--- config.mk ---
export PLATFORM = sky130hd
export DESIGN_NAME = limp_sequencer
export DESIGN_NICKNAME = d
export VERILOG_FILES = /design/src/rtl/limp_sequencer.sv
export SDC_FILE = /design/constraint.sdc
export NUM_CORES = 1
export LEC_CHECK = 0
export CAP_MARGIN = 20
export CORE_UTILIZATION = 47
export DETAILED_ROUTE_END_ITERATION = 12
export GPL_TIMING_DRIVEN = 0
export PLACE_DENSITY = 0.81
export SYNTH_ARGS = -nofsm -noshare
export SYNTH_HDL_FRONTEND = slang
export SYNTH_SLANG_ARGS = --single-unit
--- constraint.sdc ---
create_clock -name clock -period 2.3 [get_ports clock]
set_clock_uncertainty 0.05 [all_clocks]
set_input_delay 0.46 -clock clock [delete_from_list [all_inputs] [get_ports clock]]
set_output_delay 0.46 -clock clock [all_outputs]
set_load 0.01 [all_outputs]
--- src/rtl/limp_sequencer.sv ---
// rtl/limp_sequencer.sv - timed valve/pump sequencer for NADA/ADB/LIMP cleaning modes
// Outputs are registered from the next-state decode, so no input reaches an output combinationally.
module limp_sequencer #(
  parameter int CNT_W   = 8,
  parameter int T_DOSE  = 3,
  parameter int T_HOLD  = 2,
  parameter int T_DRAIN = 4,
  parameter int T_RINSE = 2,
  parameter int T_FILL  = 4
) (
  input  logic       clock,
  input  logic       reset,
  input  logic [1:0] mode,
  input  logic       critico,
  input  logic       tick,
  output logic       valve_in,
  output logic       valve_out,
  output logic       pump_adb,
  output logic       busy,
  output logic       done,
  output logic       alarm,
  output logic [2:0] phase
);

  typedef enum logic [2:0] {
    S_IDLE     = 3'd0,
    S_ADB_DOSE = 3'd1,
    S_ADB_HOLD = 3'd2,
    S_DRAIN    = 3'd3,
    S_RINSE    = 3'd4,
    S_FILL     = 3'd5,
    S_DONE     = 3'd6,
    S_ALARM    = 3'd7
  } state_t;

  localparam logic [CNT_W-1:0] L_DOSE  = CNT_W'(T_DOSE - 1);
  localparam logic [CNT_W-1:0] L_HOLD  = CNT_W'(T_HOLD - 1);
  localparam logic [CNT_W-1:0] L_DRAIN = CNT_W'(T_DRAIN - 1);
  localparam logic [CNT_W-1:0] L_RINSE = CNT_W'(T_RINSE - 1);
  localparam logic [CNT_W-1:0] L_FILL  = CNT_W'(T_FILL - 1);

  state_t           state_q, state_d;
  logic [CNT_W-1:0] cnt_q, cnt_d;
  logic [CNT_W-1:0] last_cnt;
  logic             timed;
  logic             phase_end;
  logic             want_adb, want_limp;

  assign want_adb  = (mode == 2'b01);
  assign want_limp = (mode == 2'b10);

  always_comb begin
    timed    = 1'b1;
    last_cnt = '0;
    case (state_q)
      S_ADB_DOSE: last_cnt = L_DOSE;
      S_ADB_HOLD: last_cnt = L_HOLD;
      S_DRAIN:    last_cnt = L_DRAIN;
      S_RINSE:    last_cnt = L_RINSE;
      S_FILL:     last_cnt = L_FILL;
      default:    timed    = 1'b0;
    endcase
    phase_end = timed && tick && (cnt_q == last_cnt);

    // Priority: critico, then abort (mode mismatch), then phase completion.
    state_d = state_q;
    if (critico) begin
      state_d = S_ALARM;
    end else begin
      case (state_q)
        S_IDLE: begin
          if (want_adb)       state_d = S_ADB_DOSE;
          else if (want_limp) state_d = S_DRAIN;
        end
        S_ADB_DOSE: begin
          if (!want_adb)      state_d = S_IDLE;
          else if (phase_end) state_d = S_ADB_HOLD;
        end
        S_ADB_HOLD: begin
          if (!want_adb)      state_d = S_IDLE;
          else if (phase_end) state_d = S_DONE;
        end
        S_DRAIN: begin
          if (!want_limp)     state_d = S_IDLE;
          else if (phase_end) state_d = S_RINSE;
        end
        S_RINSE: begin
          if (!want_limp)     state_d = S_IDLE;
          else if (phase_end) state_d = S_FILL;
        end
        S_FILL: begin
          if (!want_limp)     state_d = S_IDLE;
          else if (phase_end) state_d = S_DONE;
        end
        S_DONE, S_ALARM: begin
          if (!want_adb && !want_limp) state_d = S_IDLE;
        end
      endcase
    end

    // Untimed states hold the counter at zero so it can never wrap while parked.
    if ((state_d != state_q) || !timed) cnt_d = '0;
    else if (tick)                      cnt_d = cnt_q + CNT_W'(1);
    else                                cnt_d = cnt_q;
  end

  always_ff @(posedge clock or negedge reset) begin
    if (!reset) begin
      state_q   <= S_IDLE;
      cnt_q     <= '0;
      valve_in  <= 1'b0;
      valve_out <= 1'b0;
      pump_adb  <= 1'b0;
      busy      <= 1'b0;
      done      <= 1'b0;
      alarm     <= 1'b0;
      phase     <= 3'd0;
    end else begin
      state_q   <= state_d;
      cnt_q     <= cnt_d;
      valve_in  <= (state_d == S_RINSE) || (state_d == S_FILL);
      valve_out <= (state_d == S_DRAIN) || (state_d == S_RINSE);
      pump_adb  <= (state_d == S_ADB_DOSE);
      busy      <= (state_d != S_IDLE) && (state_d != S_DONE) && (state_d != S_ALARM);
      done      <= (state_d == S_DONE);
      alarm     <= (state_d == S_ALARM);
      phase     <= state_d;
    end
  end

endmodule

* Word-level counts from Yosys, hierarchy flattened *
Index checks and enable logic that the tools add are counted.

word-level totals
  bits of input ports = 6
  word-level logic and storage cells = 64
  bits in registers = 17

cells by class
  add/subtract/negate cells = 1
  reduce and logical (&&, ||, !) cells = 18
  equality and inequality tests = 19
  multiplexer cells = 18

operators with widths
  cell                   number
  $mux W3                13
  $eq A3 B3 Y1 const B   8
  $pmux W3 S7            1
  $mux W8                2
  $eq A3 B2 Y1 const B   3
  $add A8 B1 Y8 const B  1
  $eq A8 B8 Y1           1
  $eq A3 B1 Y1 const B   2
  $ne A3 B3 Y1 const B   2
  $pmux W2 S3            1
  $reduce_or A2 Y1       3
  $logic_and A1 B1 Y1    5
  $reduce_or A5 Y1       1
  $logic_not A1 Y1       3
  $logic_not A3 Y1       1
  $logic_or A1 B1 Y1     3
  $ne A3 B3 Y1           1
  $reduce_bool A3 Y1     1
  $eq A2 B1 Y1 const B   1
  $eq A2 B2 Y1 const B   1
  $reduce_bool A2 Y1     1
  $mux W1                1

* Logic depth before layout (Yosys ltp) *
  depth in word-level cells = 12
  depth in mapped cells = 11
  gate-level depth less buffers = 10

* Worst setup path before layout *
No wires, ideal clock.

  kind = register to register
  start point = register state_q[0]
  end point = register cnt_q[0]
  cell stages (with the launch flop) = 9
  arrival = 2.313 ns
  required time = 2.116 ns
  path buffers = 0
  setup time = 0.134 ns
  slack = -0.197 ns
  path through = dfrtp_1 > inv_2 > or4_1 > a211o_1 > a21bo_2 > a21oi_1 > inv_1 > nand4_1 > a21oi_1

between the ends
  longest elaborated chain between the ends = 12
  elaborated cells between the ends (all ways) = 36

ends and longest elaborated chain
  element                                                         RTL line  source
  start, declared                                                 42        state_t state_q, state_d;
  start signal, assigned                                          119       state_q <= state_d;
  $eq A3 B3 Y1, or another cell as far along                      55, 70
  $reduce_or A2 Y1 (no line) or $reduce_or A5 Y1 (tied branches)  -
  $pmux W2 S3 or $mux W1 (tied branches)                          55        case (state_q)
  $eq A8 B8 Y1 or $logic_and A1 B1 Y1 (tied branches)             63        phase_end = timed && tick && (cnt_q == last_cnt);
  $logic_and A1 B1 Y1                                             63
  $mux W3, on equally long branches (2 in a row)                  -
  $pmux W3 S7 *                                                   70        case (state_q)
  $mux W3 *                                                       67        if (critico) begin
  via state_d[0]                                                  42
  $ne A3 B3 Y1 *                                                  102       if ((state_d != state_q) || !timed) cnt_d = '0;
  $logic_or A1 B1 Y1 *                                            102
  $mux W8 or $reduce_bool A2 Y1 (tied branches)                   -
  end signal, assigned                                            120       cnt_q <= cnt_d;
  end, declared                                                   43        logic [CNT_W-1:0] cnt_q, cnt_d;

The timed path passes the listed nets; every way through them passes the cells marked *.
A chain may end at the register's enable or synchronous reset.

* Worst setup path after layout *
  start point = register state_q[0]
  end point = register cnt_q[4]

Same word-level chain as after synthesis.

==> flow_summary.toml <==
[status]
status = "finished with violations"
violations = "negative setup slack"

[placed_design]
dp_hpwl_um = 1500
globalplace.congestion = 0.887
io_buffers = 13

[yosys]
ys_ff_latch = 17
syn_avg_cell_area_um2 = 8.85
synthesis.nets = 122
yosysUniqueCellTypes = 33
yosysWarnings = 0
yosys_most_used_dff = "dfrtp_1"
ys_seq_area_share_pct = 42.6
async_flop_share_pct = 100
syn_area_um2 = 1000
synth_area_leaders = "dfrtp_1, a21oi_1, nor2_1"
synth_top_area_share_pct = 42.6
netlist_instances = 113
synth-edff-count = 0
yosysTopAreaCell = "dfrtp_1"

[routing]
drc = 0
antenna_left = 0
routed-via-count = 1046
via_per_inst = 6.08
drt_wl_total_um = 2920
drt_iter0_markers = 30
wl_per_cell_um = 17.0
first_pass_iters = 4

[worst_setup_path]
max_stage_delay_ns = 0.51
arrival_ns = 2.68
critPathKind = "reg -> reg"
critPathSlowestCell = "a221o_2"
reg2reg_slack_ns = -0.18
cp-end-kind = "flop"
path_max_fanout = 8
crit_buf_inv = 1
path_delay_family = "compound AO/OA/AOI/OAI gates"
start_kind = "flop"
critical_path_required_ns = 2.50
path_cells = "inv_2 -> or4_4 -> a211o_1 -> a32oi_2 -> nand3_1 -> a221o_2 -> a21oi_2"

[floorplan]
initial_core_util_pct = 50.4
dieArea_um2 = 2320
rows = 16
fp.dieW_um = 48.1
core_um2 = 1980
die_h_um = 48.1
ios = 15

[clock_network]
clk_pin_slew_worst_paths_ns = 0.11
cts.path.max_buffers = 2
numCtsBuffers = 3
h-tree-depth = 1
clockRootBuffer = "clkbuf_4"
clk-insertion-delay-late_ns = 0.31
cts_tree = "yes"
holdBufCountCts = 0
clock_sinks = 17

[timing]
period_needed_ns = 2.48
min_period_over_period_pct = 108
drv_slew = 0
timing.fmax_ghz = 0.403
worst_pin_slew_ns = 0.737
setup_ws_ns = -0.179
timing.final.hold_violations = 0
setup_viol = 8
grt_setup_unrepaired = "yes"
slew_headroom_pct = 50.7

[job]
max_cap_violations = 0

[finish]
drive_gt1_share_pct = 36.6
final_core_util_pct = 71.5
area_delta_synth_final_pct = 41.8
fillCellCount = 123
fin_nets = 155
antennaDiodeCount = 0

[power]
p_per_area_nw_per_um2 = 665
finalPower_uw = 943
power.leakage_uw = 0.000585
peakVddDrop_mv = 0.550

[global_route]
grt_usage_pct = 24.1
antenna_found_initial = 0
grt_remaining_overflow = 0
grt_pass1_vias = 874
grt_max_degree = 18
grt_pass1_wl_um = 3870

[min_path]
worstHoldPathType = "in -> async"
## placed cells by master (no fill, tap or decap), drive strengths merged, types with 2 or more instances in the layout
master         synthesis  routed
a21oi                 12      12
a21boi                 2       2
nand4                  4       4
clkdlybuf4s50          0      11
nor2                  13      13
o21ai                  7       7
ha                     3       3
inv                    6       6
dlygate4sd2            0       2
nand3                  5       5
nor3                   4       4
nand2                  6       6
xnor2                  3       3
clkinv                 1       2
clkbuf                 4       4
nand3b                 4       4
buf                    1      19
nor2b                  2       2
xor2                   5       5
dfrtp                 17      17
## what timing repair did
action | in CTS | in global routing
setup buffers | 11 | 6
gates resized for setup | 21 | 15
setup endpoints to repair | 10 | 10
pin swaps | 8 | 8
## worst reg2reg max path: stages, from the launching register on
cell and delay, ns:
dfrtp_2 0.40, inv_2 0.08, or4_4 0.48, a211o_1 0.35, a32oi_2 0.24, nand3_1 0.16, a221o_2 0.51, a21oi_2 0.17
## registers in the layout (all words and copies together), names as in the netlist
| register | flops |
|---|---|
| cnt_q | 8 |
| state_q | 3 |
| pump_adb | 1 |
| done | 1 |
| busy | 1 |
| valve_out | 1 |
| alarm | 1 |
| valve_in | 1 |
## power breakdown
part	internal (uW)	switching [uW]	total [uW]
combinational	207	212	419
clock	65.0	103	168
sequential	333	22.9	356
total	605	338	943
## path summary, 6_finish.rpt
kind,from,to,cells past startpoint
hold reg to reg,cnt_q[7],cnt_q[7],2
min in group clock,cnt_q[7],cnt_q[7],2
hold / removal,reset,cnt_q[4],1
setup / recovery,state_q[0],cnt_q[4],7
setup reg to reg,state_q[0],cnt_q[4],7
max in group asynchronous,reset,state_q[0],1
## layer usage
layer | vias up | track usage [%] | routed length, um
met4 | 0 | 10.0 | 68
met1 | 510 | 32.4 | 1250
met5 | - | 0 | 0
li1 | 462 | - | -
met3 | 13 | 5.19 | 189
met2 | 61 | 37.8 | 1410
## cells in the mapped netlist (2+ instances only)
library cell / instances
nor2_1: 13
clkbuf_1: 4
a21oi_1: 12
dfrtp_1: 17
nand2_1: 6
inv_1: 5
nor3_1: 4
o21ai_0: 7
xnor2_1: 3
ha_1: 3
nand3_1: 5
nor2b_1: 2
nand4_1: 4
a21boi_0: 2
nand3b_1: 4
xor2_1: 5
## per-stage QoR
stage                     setup slack [ns]  instances  setup TNS [ns]  cell area (um2)  hold slack (ns)
final                               -0.179        172           -1.37             1420            0.527
after CTS                          -0.0930        166          -0.545             1330            0.544
after global routing                -0.297        172           -2.22             1420            0.584
after detailed placement            -0.726        153           -7.54             1170            0.528
after global placement              -0.670        153           -6.84             1170            0.518
after floorplan                    -0.0243        113          -0.194             1010            0.114
## cell type report
| type | count | area, um2 | share of cell area (%) |
|---|---|---|---|
| Multi-Input combinational cell | 84 | 613 | 43.2 |
| Sequential cell | 17 | 429 | 30.3 |
| Clock inverter | 1 | 5.00 | 0.353 |
| Clock buffer | 3 | 22.5 | 1.59 |
| Buffer | 3 | 16.3 | 1.15 |
| Inverter | 7 | 31.3 | 2.21 |
| Tap cell | 27 | 33.8 | 2.38 |
| Timing Repair Buffer | 30 | 267 | 18.8 |
## cell families after synthesis
logic type / count (synthesis) / synth area share (%)
xor gates and xnor gates: 8 / 7.01
muxes: 1 / 1.00
and+or+nand+nor: 43 / 21.8
buffers and inverters: 12 / 4.63
DFF: 17 / 42.6
adders and majority gates: 3 / 3.76
AOI/OAI and AO/OA: 29 / 19.3
Power figures use the tool's default switching activity.
==> patch 1, RTL diff (same flow settings) <==
Set the parameter `CNT_W` to 12 (it was 8).
--- a/src/rtl/limp_sequencer.sv
+++ b/src/rtl/limp_sequencer.sv
@@ -1,7 +1,7 @@
 // rtl/limp_sequencer.sv - timed valve/pump sequencer for NADA/ADB/LIMP cleaning modes
 // Outputs are registered from the next-state decode, so no input reaches an output combinationally.
 module limp_sequencer #(
-  parameter int CNT_W   = 8,
+  parameter int CNT_W   = 12,
   parameter int T_DOSE  = 3,
   parameter int T_HOLD  = 2,
   parameter int T_DRAIN = 4,
Check against the original RTL: no difference found for any inputs over 10 cycles, from zero or initial values and one cycle with reset low; that may be too few to reach the edited logic, so the function may still have changed.
==> patch 1 against the unedited design <==
The run ends with DRC, setup timing left. Routed wire length rose by 29%. Power rose by 14%. Setup slack improved by 83 ps. Maximum frequency rose by 3.5%. Area after synthesis rose by 46%. Worst hold slack got worse by 91 ps. Final area rose by 37%. Register-to-register slack improved by 130 ps. Sequential share of layout area fell by 3.0 points. Critical path depth rose by 4. Sequential cell count rose by 4. Final cell count rose by 22%. Largest cell class unchanged.
==> patch 1: results (changes against the unedited design) <==
metric,value,unit,change
synth_cell_type_count,53,,was 33
slew_headroom,36.4,%,was 50.7%
grt_max_degree,22,,was 18
synthXorXnorAreaFrac,8.33,%,was 7.01%
leakage,0.794,nW,was 0.585 nW
fin_nets,188,,was 155
startpoint,mode[1],,was state_q[0]
top_regs,"cnt_q (12), state_q (3)",,"was cnt_q (8), state_q (3)"
reg2reg_from,state_q[2],,was state_q[0]
use_met1,26.7,%,was 32.4%
muxShareOfSynthArea,2.75,%,was 1.00%
drive_gt1_share,42.1,%,was 36.6%
cpMaxStageDelayCell,or3_4,,was a221o_2
via_per_inst,6.22,,was 6.08
synth_compound_area_share,16.8,%,was 19.3%
synth.net_count,153,,was 122
wl_met2,1.78,mm,was 1.41 mm
grt_pass1_wl,5.45,mm,was 3.87 mm
routed_wl,3.76,mm,was 2.92 mm
setup_slack,-96.6,ps,was -179 ps
violations,"DRC, setup timing",,was setup timing
wl_met3,277,um,was 189 um
synth_adder_area_share,2.58,%,was 3.75%
arrival,2610,ps,was 2680 ps
yosys-top-cells-count,"dfrtp_1 (21), a21oi_2 (10), nand2_1 (10)",,"was dfrtp_1 (17), nor2_1 (13), a21oi_1 (12)"
hold_slack,437,ps,was 527 ps
gp_congestion,0.819,,was 0.887
internal_power,0.690,mW,was 0.605 mW
grt_pass1_vias,1196,,was 874
status,finished with violations,,unchanged
hold_class,in -> reg,,was in -> async
drc,1,,was 0
dpl.hpwl,2.17,mm,was 1.50 mm
vdd_ir_drop_max,0.394,mV,was 0.550 mV
reg2reg_to,cnt_q[10],,was cnt_q[4]
yosysSeqAreaShare,36.1,%,was 42.6%
reg2reg_setup_slack,-50,ps,was -180 ps
drt_pre_antenna_iters,8,,was 4
cts.clk_slew.worst_paths,130,ps,was 110 ps
track_usage,21.8,%,was 24.1%
met1_length,1.60,mm,was 1.25 mm
fill_cells,205,,was 123
reg2regPathDepth,9,,was 7
clock_latency,320,ps,
slowest_delay,390,ps,was 510 ps
powerClk,0.191,mW,was 0.168 mW
min_from,tick,,
synth_area_leaders,"dfrtp_1 (36%), a21oi_2 (6.0%), xor2_1 (5.4%)",,"was dfrtp_1 (43%), a21oi_1 (6.0%), nor2_1 (4.9%)"
use_met2,37.9,%,was 37.8%
critical_path_class,in -> reg,,was reg -> reg
first_iter_violations,55,,was 30
cp_max_fo,6,,was 8
setup_violations,12,,was 8
netSwitchingFraction,36.0,%,was 35.9%
power_frac_comb,43.7,%,was 44.4%
-- patch 1: through the flow --
stage / setup slack [ps] / cells / util, %
floorplan: 10.1 / 144 / -
detailed placement: -637 / 188 / 57.1
global route: -129 / 209 / 68.2
CTS: -14.3 / 200 / 62.9
global placement: -607 / 188 / 57.1
finish: -96.6 / 209 / 68.2
-- patch 1: area by class of cell --
| cell class | instances | area, um^2 | area share [%] |
|---|---|---|---|
| Buffer | 8 | 85.1 | 4.38 |
| Clock buffer | 3 | 22.5 | 1.16 |
| Clock inverter | 1 | 5.00 | 0.257 |
| Inverter | 4 | 18.8 | 0.965 |
| Multi-Input combinational cell | 111 | 980 | 50.4 |
| Sequential cell | 21 | 531 | 27.3 |
| Tap cell | 31 | 38.8 | 1.99 |
| Timing Repair Buffer | 30 | 264 | 13.6 |
-- patch 1: timing repair --
action / in CTS / in global routing
pin swaps: 16 / 15
hold buffers: 0 / 0
gates resized for setup: 27 / 18
cloned: 1 / 0
setup endpoints to repair: 18 / 17
setup buffers: 7 / 9
==> patch 2, RTL diff (same settings) <==
Made on the original files. Put one more register stage on the output `alarm`, with the module's reset. The value now appears one clock later. The other outputs are not delayed to match.
--- a/src/rtl/limp_sequencer.sv
+++ b/src/rtl/limp_sequencer.sv
@@ -38,6 +38,8 @@
   localparam logic [CNT_W-1:0] L_DRAIN = CNT_W'(T_DRAIN - 1);
   localparam logic [CNT_W-1:0] L_RINSE = CNT_W'(T_RINSE - 1);
   localparam logic [CNT_W-1:0] L_FILL  = CNT_W'(T_FILL - 1);
+
+  logic alarm_s0;
 
   state_t           state_q, state_d;
   logic [CNT_W-1:0] cnt_q, cnt_d;
@@ -113,7 +115,7 @@
       pump_adb  <= 1'b0;
       busy      <= 1'b0;
       done      <= 1'b0;
-      alarm     <= 1'b0;
+      alarm_s0  <= 1'b0;
       phase     <= 3'd0;
     end else begin
       state_q   <= state_d;
@@ -123,8 +125,16 @@
       pump_adb  <= (state_d == S_ADB_DOSE);
       busy      <= (state_d != S_IDLE) && (state_d != S_DONE) && (state_d != S_ALARM);
       done      <= (state_d == S_DONE);
-      alarm     <= (state_d == S_ALARM);
+      alarm_s0  <= (state_d == S_ALARM);
       phase     <= state_d;
+    end
+  end
+
+  always_ff @(posedge clock or negedge reset) begin
+    if (!reset) begin
+      alarm <= '0;
+    end else begin
+      alarm <= alarm_s0;
     end
   end
 
Function: changed (a bounded check fails within 4 cycles, from zero or initial values and one cycle with reset low).
==> patch 2 against the unedited design <==
The run still ends with setup timing left. Power increased by 110%. Routed wire length increased by 9.0%. Setup slack improved by 45 ps. Core utilization decreased by 3.9 points. Area after synthesis increased by 33%. Sequential cell count increased by 1. Combinational power increased to 3.1 times the old value. Worst hold slack got worse by 220 ps. Final area increased by 22%. Via count increased by 6.9%. Non-clock buffer count decreased by 6. Final cell count increased by 7.6%. Critical endpoint is now cnt_q[0].
==> patch 2: results (changes against the unedited design) <==
metric,value,unit,change
placed_area,0.00151,mm^2,was 0.00117 mm^2
antennaDiodeCount,0,,unchanged
setup_slack,-135,ps,was -179 ps
yosys-top-cells-count,"dfrtp_1 (18), nor2_1 (11), nand2_1 (9)",,"was dfrtp_1 (17), nor2_1 (13), a21oi_1 (12)"
status,finished with violations,,unchanged
crit_path_end,cnt_q[0],,was cnt_q[4]
gp_congestion,0.889,,was 0.887
tightest_slew,799,ps,was 737 ps
yosys_most_used_dff,dfrtp_1,,unchanged
slowest_delay,640,ps,was 510 ps
track_usage,22.6,%,was 24.1%
synth.net_count,140,,was 122
grt_pass1_wl,4.70,mm,was 3.87 mm
setup_violations,10,,was 8
critPathTopFamily,simple AND/OR/NAND/NOR gates,,was compound AO/OA/AOI/OAI gates
violations,setup timing,,unchanged
arrival,2620,ps,was 2680 ps
vdd_ir_drop_max,0.750,mV,was 0.550 mV
via_per_inst,6.04,,was 6.08
startpoint,state_q[2],,was state_q[0]
leakage,0.697,nW,was 0.585 nW
clock_latency,310,ps,about the same
reg2reg_to,cnt_q[0],,was cnt_q[4]
cpMaxStageDelayCell,or4b_4,,was a221o_2
first_iter_violations,80,,was 30
dpl.hpwl,2.03,mm,was 1.50 mm
hold_class,reg -> reg,,was in -> async
yosysSeqAreaShare,34.0,%,was 42.6%
grt_pass1_vias,995,,was 874
fin_nets,166,,was 155
grt_max_degree,19,,was 18
synth_cell_type_count,49,,was 33
drive_gt1_share,34.2,%,was 36.6%
portBuffers,14,,was 13
antenna_found_initial,0,,unchanged
reg2regPathDepth,8,,was 7
synth_area_leaders,"dfrtp_1 (34%), nor3_2 (6.0%), buf_6 (4.2%)",,"was dfrtp_1 (43%), a21oi_1 (6.0%), nor2_1 (4.9%)"
post_drt_wl_per_cell,17.2,um,was 17.0 um
## patch 2: cell types whose count changed in the layout (fill, tap and decap cells not counted), moves of 3 or more
cell / before / now
buf_4: 15 / 5
nor3_2: 0 / 7
inv_1: 4 / 7
buf_6: 3 / 7
nand3b_1: 4 / 1
a21oi_2: 6 / 1
nand3_1: 5 / 1
ha_4: 0 / 3
dfrtp_1: 14 / 18
nand2_1: 5 / 9
dfrtp_2: 3 / 0
o21ai_0: 5 / 1
## patch 2: final cells by class
class	instances	area, um^2
clock buffer	4	36.3
inverter	8	33.8
fill	192	832
timing repair buffer	24	246
buffer	3	30.0
tap	30	37.5
sequential	18	450
multi-input combinational	98	901
## patch 2: cell families after synthesis
family | share of synthesized area, %
buf+inv | 7.08
flops | 34.0
mux | 3.59
fa+ha+maj | 3.78
simple gates | 29.0
compound gates | 16.6
xor+xnor | 5.95
## patch 2: metal layers
layer / part of all wire, % / wire length, um / track usage (%)
met5: 0 / 0 / 0
met4: 2.0 / 65 / 5.42
met3: 6.9 / 221 / 7.38
met2: 49 / 1560 / 35.5
met1: 42 / 1330 / 29.9
## patch 2: timing repair
item,4_1_cts,5_1_grt
pin swaps,9,11
resized for setup,10,20
endpoints found under the setup margin,13,12
endpoints found under the hold margin,0,0
buffers inserted,7,3
## patch 2: power by group
part,internal (mW),total [mW],leakage [nW],switching [mW]
Combinational,0.620,1.29,0.443,0.665
Sequential,0.396,0.463,0.234,0.0669
Clock,0.0968,0.203,0.0210,0.106
## patch 2: how the worst min path moves through the flow
stage | from | to | slack, ps
6_report | alarm_s0 | alarm | 310
5_1_grt | alarm_s0 | alarm | 330
4_1_cts | alarm_s0 | alarm | 320
3_5_place_dp | alarm_s0 | alarm | 290
3_3_place_gp | alarm_s0 | alarm | 290
2_1_floorplan | reset | alarm | 110
## patch 2: metrics by stage
step	cells	worst slack [ps]	hold WS, ps	util, %	TNS (ps)
6_report	185	-135	310	67.6	-708
5_1_grt	185	-177	327	67.6	-1270
4_1_cts	183	-36.6	316	63.2	-58.9
3_5_place_dp	174	-791	291	58.7	-9680
3_3_place_gp	174	-726	288	58.7	-8910
2_1_floorplan	130	-43.0	114	-	-344
